--- src/rtl/mc_cpu_pkg.sv ---
// Shared types and encodings for the multicycle MIPS controller.
package mc_cpu_pkg;

  typedef enum logic [3:0] {
    S_FETCH    = 4'd0,
    S_DECODE   = 4'd1,
    S_MEMADR   = 4'd2,
    S_MEMREAD  = 4'd3,
    S_MEMWB    = 4'd4,
    S_MEMWRITE = 4'd5,
    S_EXEC     = 4'd6,
    S_ALUWB    = 4'd7,
    S_BRANCH   = 4'd8,
    S_IEXEC    = 4'd9,
    S_IWB      = 4'd10,
    S_JUMP     = 4'd11,
    S_TRAP     = 4'd12
  } state_t;

  localparam logic [5:0] OP_RTYPE = 6'b000000;
  localparam logic [5:0] OP_LW    = 6'b100011;
  localparam logic [5:0] OP_SW    = 6'b101011;
  localparam logic [5:0] OP_BEQ   = 6'b000100;
  localparam logic [5:0] OP_BNE   = 6'b000101;
  localparam logic [5:0] OP_ADDI  = 6'b001000;
  localparam logic [5:0] OP_ANDI  = 6'b001100;
  localparam logic [5:0] OP_ORI   = 6'b001101;
  localparam logic [5:0] OP_J     = 6'b000010;

  localparam logic [5:0] FN_ADD   = 6'b100000;
  localparam logic [5:0] FN_SUB   = 6'b100010;
  localparam logic [5:0] FN_AND   = 6'b100100;
  localparam logic [5:0] FN_OR    = 6'b100101;
  localparam logic [5:0] FN_SLT   = 6'b101010;

  typedef enum logic [2:0] {
    ALU_AND = 3'b000,
    ALU_OR  = 3'b001,
    ALU_ADD = 3'b010,
    ALU_SUB = 3'b110,
    ALU_SLT = 3'b111
  } alu_ctl_t;

  typedef enum logic [1:0] {
    TRAP_NONE        = 2'b00,
    TRAP_ILLEGAL     = 2'b01,
    TRAP_MEM_TIMEOUT = 2'b10
  } trap_cause_t;

  // Every select and strobe the controller drives into the datapath
  typedef struct packed {
    logic       mem_req;
    logic       i_or_d;
    logic       alu_src_a;
    logic       reg_dest;
    logic       mem_to_reg;
    logic       ext_zero;
    logic [1:0] alu_src_b;
    logic [1:0] pc_src;
    alu_ctl_t   alu_control;
    logic       ir_write;
    logic       pc_write;
    logic       mem_write;
    logic       reg_write;
    logic       branch;
    logic       branch_ne;
    logic       retire;
    logic       halted;
  } ctl_t;

  // States that own the memory bus and therefore wait on mem_ready
  function automatic logic is_mem_state(input state_t s);
    return (s == S_FETCH) || (s == S_MEMREAD) || (s == S_MEMWRITE);
  endfunction

  // Opcodes that only decode when the extended ISA is enabled
  function automatic logic is_ext_op(input logic [5:0] op);
    return (op == OP_BNE) || (op == OP_ANDI) || (op == OP_ORI);
  endfunction

endpackage

--- src/rtl/mc_alu_decoder.sv ---
// R-type funct to ALU operation; flags any funct the datapath cannot execute.
module mc_alu_decoder
  import mc_cpu_pkg::*;
(
  input  logic [5:0] funct,
  output alu_ctl_t   alu_control,
  output logic       illegal
);

  // Pure lookup; unknown functs fall back to add so the ALU input stays defined
  always_comb begin
    alu_control = ALU_ADD;
    illegal     = 1'b0;
    case (funct)
      FN_ADD:  alu_control = ALU_ADD;
      FN_SUB:  alu_control = ALU_SUB;
      FN_AND:  alu_control = ALU_AND;
      FN_OR:   alu_control = ALU_OR;
      FN_SLT:  alu_control = ALU_SLT;
      default: illegal     = 1'b1;
    endcase
  end

endmodule

--- src/rtl/mc_control_fsm.sv ---
// Multicycle MIPS control unit: handshaked memory states with a watchdog,
// optional bne/andi/ori decode, and a sticky trap/halt state.
module mc_control_fsm
  import mc_cpu_pkg::*;
#(
  parameter int MEM_HANDSHAKE = 1,
  parameter int MEM_TIMEOUT   = 16,
  parameter int EXT_ISA       = 1
) (
  input  logic       clk,
  input  logic       reset,
  input  logic [5:0] opcode,
  input  logic [5:0] funct,
  input  logic       mem_ready,
  output logic       mem_req,
  output logic       i_or_d,
  output logic       alu_src_a,
  output logic       reg_dest,
  output logic       mem_to_reg,
  output logic       ext_zero,
  output logic [1:0] alu_src_b,
  output logic [1:0] pc_src,
  output logic [2:0] alu_control,
  output logic       ir_write,
  output logic       pc_write,
  output logic       mem_write,
  output logic       reg_write,
  output logic       branch,
  output logic       branch_ne,
  output logic       retire,
  output logic       halted,
  output logic [1:0] trap_cause
);

  localparam int             CW        = $clog2(MEM_TIMEOUT + 1);
  localparam logic [CW-1:0]  WAIT_LAST = CW'(MEM_TIMEOUT - 1);

  state_t        state;
  logic [CW-1:0] wait_cnt;
  trap_cause_t   trap_q;

  logic          rdy;
  logic          wait_last;
  state_t        dec_next;
  alu_ctl_t      fn_alu;
  logic          fn_illegal;
  ctl_t          ctl;

  // Without the handshake every memory access is treated as completing at once
  assign rdy       = (MEM_HANDSHAKE != 0) ? mem_ready : 1'b1;
  assign wait_last = (wait_cnt == WAIT_LAST);

  mc_alu_decoder u_alu_dec (
    .funct       (funct),
    .alu_control (fn_alu),
    .illegal     (fn_illegal)
  );

  // Opcode dispatch out of DECODE; extension opcodes trap when EXT_ISA is off
  always_comb begin
    dec_next = S_TRAP;
    case (opcode)
      OP_RTYPE:     dec_next = S_EXEC;
      OP_LW, OP_SW: dec_next = S_MEMADR;
      OP_BEQ:       dec_next = S_BRANCH;
      OP_ADDI:      dec_next = S_IEXEC;
      OP_J:         dec_next = S_JUMP;
      OP_BNE:       dec_next = (EXT_ISA != 0) ? S_BRANCH : S_TRAP;
      OP_ANDI,
      OP_ORI:       dec_next = (EXT_ISA != 0) ? S_IEXEC : S_TRAP;
      default:      dec_next = S_TRAP;
    endcase
  end

  // State, wait counter and trap cause; reset aborts any instruction to FETCH
  always_ff @(posedge clk) begin
    if (reset) begin
      state    <= S_FETCH;
      wait_cnt <= '0;
      trap_q   <= TRAP_NONE;
    end else begin
      // Non-memory states keep the counter at zero so every memory state is entered fresh
      if (!is_mem_state(state)) wait_cnt <= '0;
      case (state)
        S_FETCH, S_MEMREAD, S_MEMWRITE: begin
          if (rdy) begin
            wait_cnt <= '0;
            state    <= (state == S_FETCH)   ? S_DECODE :
                        (state == S_MEMREAD) ? S_MEMWB  : S_FETCH;
          end else if (wait_last) begin
            state  <= S_TRAP;
            trap_q <= TRAP_MEM_TIMEOUT;
          end else begin
            wait_cnt <= wait_cnt + 1'b1;
          end
        end
        S_DECODE: begin
          state <= dec_next;
          if (dec_next == S_TRAP) trap_q <= TRAP_ILLEGAL;
        end
        S_MEMADR: state <= (opcode == OP_LW) ? S_MEMREAD : S_MEMWRITE;
        S_EXEC: begin
          if (fn_illegal) begin
            state  <= S_TRAP;
            trap_q <= TRAP_ILLEGAL;
          end else begin
            state <= S_ALUWB;
          end
        end
        S_IEXEC:  state <= S_IWB;
        S_MEMWB, S_ALUWB, S_BRANCH, S_IWB, S_JUMP: state <= S_FETCH;
        S_TRAP:   state <= S_TRAP;
        default:  state <= S_FETCH;
      endcase
    end
  end

  // Moore decode of the datapath controls; memory strobes also qualify on ready
  always_comb begin
    ctl             = '0;
    ctl.alu_control = ALU_ADD;
    case (state)
      S_FETCH: begin
        ctl.mem_req   = 1'b1;
        ctl.alu_src_b = 2'b01;
        ctl.ir_write  = rdy;
        ctl.pc_write  = rdy;
      end
      S_DECODE: ctl.alu_src_b = 2'b11;
      S_MEMADR: begin
        ctl.alu_src_a = 1'b1;
        ctl.alu_src_b = 2'b10;
      end
      S_MEMREAD: begin
        ctl.i_or_d  = 1'b1;
        ctl.mem_req = 1'b1;
      end
      S_MEMWB: begin
        ctl.mem_to_reg = 1'b1;
        ctl.reg_write  = 1'b1;
        ctl.retire     = 1'b1;
      end
      S_MEMWRITE: begin
        ctl.i_or_d    = 1'b1;
        ctl.mem_req   = 1'b1;
        ctl.mem_write = rdy;
        ctl.retire    = rdy;
      end
      S_EXEC: begin
        ctl.alu_src_a   = 1'b1;
        ctl.alu_control = fn_alu;
      end
      S_ALUWB: begin
        ctl.reg_dest  = 1'b1;
        ctl.reg_write = 1'b1;
        ctl.retire    = 1'b1;
      end
      S_BRANCH: begin
        ctl.alu_src_a   = 1'b1;
        ctl.alu_control = ALU_SUB;
        ctl.pc_src      = 2'b01;
        ctl.branch      = (opcode == OP_BEQ);
        ctl.branch_ne   = (opcode == OP_BNE);
        ctl.retire      = 1'b1;
      end
      S_IEXEC: begin
        ctl.alu_src_a   = 1'b1;
        ctl.alu_src_b   = 2'b10;
        ctl.ext_zero    = is_ext_op(opcode) && (opcode != OP_BNE);
        ctl.alu_control = (opcode == OP_ANDI) ? ALU_AND :
                          (opcode == OP_ORI)  ? ALU_OR  : ALU_ADD;
      end
      S_IWB: begin
        ctl.reg_write = 1'b1;
        ctl.retire    = 1'b1;
      end
      S_JUMP: begin
        ctl.pc_src   = 2'b10;
        ctl.pc_write = 1'b1;
        ctl.retire   = 1'b1;
      end
      S_TRAP:  ctl.halted = 1'b1;
      default: ctl.halted = 1'b0;
    endcase
    // Nothing may write architectural state while reset is held
    if (reset) begin
      ctl.mem_req   = 1'b0;
      ctl.ir_write  = 1'b0;
      ctl.pc_write  = 1'b0;
      ctl.mem_write = 1'b0;
      ctl.reg_write = 1'b0;
      ctl.branch    = 1'b0;
      ctl.branch_ne = 1'b0;
      ctl.retire    = 1'b0;
    end
  end

  assign mem_req     = ctl.mem_req;
  assign i_or_d      = ctl.i_or_d;
  assign alu_src_a   = ctl.alu_src_a;
  assign reg_dest    = ctl.reg_dest;
  assign mem_to_reg  = ctl.mem_to_reg;
  assign ext_zero    = ctl.ext_zero;
  assign alu_src_b   = ctl.alu_src_b;
  assign pc_src      = ctl.pc_src;
  assign alu_control = ctl.alu_control;
  assign ir_write    = ctl.ir_write;
  assign pc_write    = ctl.pc_write;
  assign mem_write   = ctl.mem_write;
  assign reg_write   = ctl.reg_write;
  assign branch      = ctl.branch;
  assign branch_ne   = ctl.branch_ne;
  assign retire      = ctl.retire;
  assign halted      = ctl.halted;
  assign trap_cause  = trap_q;

endmodule

--- config.mk ---
export PLATFORM = sky130hd
export DESIGN_NAME = mc_control_fsm
export DESIGN_NICKNAME = d
export VERILOG_FILES = /design/src/rtl/mc_cpu_pkg.sv /design/src/rtl/mc_alu_decoder.sv /design/src/rtl/mc_control_fsm.sv
export SDC_FILE = /design/constraint.sdc
export NUM_CORES = 1
export LEC_CHECK = 0
export CORE_ASPECT_RATIO = 2
export CORE_MARGIN = 2
export CORE_UTILIZATION = 50
export CTS_BUF_LIST = sky130_fd_sc_hd__clkbuf_2
export DETAILED_ROUTE_END_ITERATION = 8
export HOLD_SLACK_MARGIN = 0.03
export PLACE_DENSITY_LB_ADDON = 0.3
export SYNTH_ARGS = -nofsm -noshare
export SYNTH_HDL_FRONTEND = slang
export SYNTH_HIERARCHICAL = 1
export SYNTH_SLANG_ARGS = --single-unit
--- constraint.sdc ---
create_clock -name clk -period 2.8 [get_ports clk]
set_clock_uncertainty 0.2 [all_clocks]
set_input_delay 0.56 -clock clk [delete_from_list [all_inputs] [get_ports clk]]
set_output_delay 0.56 -clock clk [all_outputs]
set_load 0.01 [all_outputs]
==> impl_summary.txt <==
----------------------------------------------------
[Worst setup path]
  Sort of element at the start of the critical path ... input port
  Worst setup slack for register-to-register paths ... approximately 840 ps
  CP Class ... input port to output port
  Stage delay of the slowest cell on the critical path ... about 450 ps
  Critical path buffer and inverter count ... 2
  Crit Reg-Reg Startpoint ... wait_cnt[0]
  Worst path slowest cell ... clkdlybuf4s50_1
  Worst reg2reg endpoint ... state[3]
  Start point of the critical path ... opcode[4]
  CP Max Fanout ... 3
  Cells along the critical path ... clkdlybuf4s50_1, nor3_2, and3_4, and3_1, a32o_1, clkdlybuf4s15_1
  CP Capture Point ... alu_control[0]
  Crit path max-delay family ... buffers and inverters
  Required time at the worst-slack endpoint ... around 2000 ps
  Endpoint arrival time on the critical path ... roughly 2000 ps
  Register-to-Register Path Depth ... 5
  Number of gates on the worst path with buffers counted ... 6
  Crit end category ... output port

[Floorplan]
  Floorplan die height ... ~76 um
  Die extent in x ... between 40 and 50 um
  Row cnt ... 26
  Ports placed on the boundary ... 38
  Floorplan Core Area ... approximately 0.0025 mm^2
  Effective utilization at floorplan ... 52.1%
  Die outline area ... slightly above 0.003 mm^2

[Finish]
  Share of post-route cells with drive strength above 1 ... between 20% and 30%
  Most frequent standard cell in the layout excluding fill and tap cells ... clkdlybuf4s50_1
  Ant diodes ... 0
  Commonest cells after routing, fill and taps aside ... clkdlybuf4s50_1, buf_4, nor2_1
  Non-Filler Instances ... 249
  Layout overhead on the synthesized area ... 36.8%
  Layout net count ... 238

[Yosys]
  Post-synthesis instance area ... between 0.001 and 0.0015 mm^2
  Async set-reset flop share out of synthesis ... 0%
  Count of different cell masters after synthesis ... 57
  Top flip-flop cell by instance count after synthesis ... dfxtp_1
  Largest area contributor in the netlist ... dfxtp_1
  Share of the synthesized area in the top cell type ... around 17%
  Main area contributors after synthesis ... dfxtp_1, nor2_1, clkbuf_8
  Post-synth EDFFs ... 0
  Avg Cell Area, Syn ... between 7 and 8 um^2
  Synthesized netlist cell count ... roughly 170
  Synth Net Count ... around 190
  Count of warnings emitted by yosys ... 6
  Post-synthesis sequential element count ... 11
  Portion of the post-synthesis area used by sequential elements ... ~17%

[Drt]
  Routed vias ... roughly 1500
  Average wire length per cell after detail routing ... roughly 16 um
  Count of TritonRoute iterations in the first routing pass ... 4
  Highest routed metal layer ... met4
  Met3 wire len ... 206 um
  DRC marker count from the first detailed-route iteration ... 54
  Antenna Nets Post-Route ... 0
  Met2 Wirelength ... between 2000 and 2500 um
  Remaining routing DRC violations ... 0
  Routed wire length ... between 4000 and 5000 um
  DRT met1 WL ... about 1400 um
  Via count normalized by instance count ... ~6.1

[Global route]
  Leftover overflow at the end of global routing ... 0
  GRT Total Usage ... between 20 and 30%
  Number of global-route vias before repair ... 1494
  Initial antenna violation count ... 0
  Largest net degree at the start of global routing ... 20
  First-pass GRT wire length ... 6210 um

[Power and ir drop]
  Leakage component of the power ... about 0.00072 uW
  Largest vdd supply drop ... 0.330 mV
  Pwr/cell area ... 456 mW/mm^2

[Clock tree]
  Clock-pin slew of the registers on the worst-case setup and hold paths ... approximately 110 ps
  Cell at the root of the clock tree ... clkbuf_2
  Maximum number of buffers from clock root to sink ... 2
  Clock tree from TritonCTS ... yes
  # clock sinks ... 11
  H-tree depth ... 1
  Clock latency on the worst-skew pair ... 270 ps
  Post-CTS Setup Repair Bufs ... 0
  Num CTS Buffers ... 3

[Timing]
  Setup TNS ... 0 ps
  Final setup violating endpoints ... 0
  Post-layout minimum cycle time ... around 2700 ps
  Max-slew violation count ... 0
  Relative slew slack ... 76.2%
  Achievable Freq ... 364 MHz
  Final-report hold violation count ... 0
  Tcrit/Tclk final ... 98.1%
  Slew @ Worst Pin ... roughly 350 ps

[Placed design]
  Routability-driven placement congestion ratio ... approximately 0.9
  Detailed-placement wirelength estimate ... 3200 um
  # placed instances ... ~250
  Total of buffers placed on input and output ports ... 37

[Status]
  Status ... complete, no violations

[Flow run]
  Maxcap violations ... 0

[Worst hold path]
  Class of the worst hold path ... register to register
  Hold Startpoint ... wait_cnt[4]

----------------------------------------------------
-- state kept, by name, summed over array words and instances, names as in the netlist --
| name | count |
|---|---|
| state | 4 |
| trap_cause | 2 |
| wait_cnt | 5 |
-- report_power, final --
group	switching, uW	internal (uW)	leakage [uW]	total (uW)
registers	32.4	178	0.0000906	210
clock network	55.6	37.9	0.0000166	93.5
logic	264	247	0.000612	511
total	352	462	0.000720	815
-- worst register-to-register path: cells and delay by family (launching register included) --
family / cells / cell delay, ps
AND/OR/NAND/NOR: 2 / 510
AO/OA/AOI/OAI: 2 / 490
flip-flops: 1 / 350
adder cells (fa/ha/maj): 1 / 270
-- synthesized netlist by cell type (3+ instances only) --
library cell	number
nor2_1	20
nor3_1	13
dfxtp_1	11
nand2_1	10
nand2b_1	10
a21oi_1	9
nand3_1	8
a31oi_1	7
clkbuf_8	5
o21ai_0	5
inv_1	4
nor2b_1	4
a211oi_1	3
and3_1	3
buf_6	3
-- kinds of logic after synthesis --
group / share of synthesized area, %
fa+ha+maj: 0.958
compound gates: 25.7
xor+xnor: 3.26
mux: 1.53
simple gates: 40.6
flops: 16.9
buf+inv: 11.1
-- what timing repair did --
action / 4_1_cts / 5_1_grt
hold buffers: 0 / 0
endpoints found under the setup margin: 9 / 5
gates cloned: 0 / 0
endpoints found under the hold margin: 0 / 0
resized for setup: 11 / 8
pin swaps: 0 / 1
-- worst min path at each step --
stage / endpoint / slack, ps / depth (start not counted)
3_5_place_dp: wait_cnt[4] / 280 / 2
4_1_cts: wait_cnt[4] / 290 / 2
3_3_place_gp: wait_cnt[4] / 230 / 2
6_report: wait_cnt[4] / 310 / 2
2_1_floorplan: wait_cnt[4] / 210 / 2
5_1_grt: wait_cnt[4] / 320 / 2
-- stage by stage --
stage	util, %	area, um^2	hold slack (ps)	power [uW]	setup WS, ps
after detailed placement	69.4	1740	278	715	-219
after floorplan	-	1310	214	539	687
after global placement	69.4	1740	229	693	-170
final	71.3	1790	312	815	54.2
after CTS	70.3	1760	295	806	37.6
after global routing	71.3	1790	321	866	-6.52
-- area by class of cell --
type / instances / area, um^2
clock buffer: 4 / 20.0
timing repair buffer: 58 / 522
fill: 218 / 718
tap: 28 / 35.0
inverter: 4 / 15.0
multi-input combinational: 144 / 971
sequential: 11 / 224
-- routing by layer --
metal / up-vias / track usage (%)
met5: - / 0
met4: 0 / 16.2
met3: 21 / 3.50
met2: 69 / 49.7
met1: 694 / 26.8
li1: 743 / -
No activity file was read; power rests on OpenSTA's default activity.
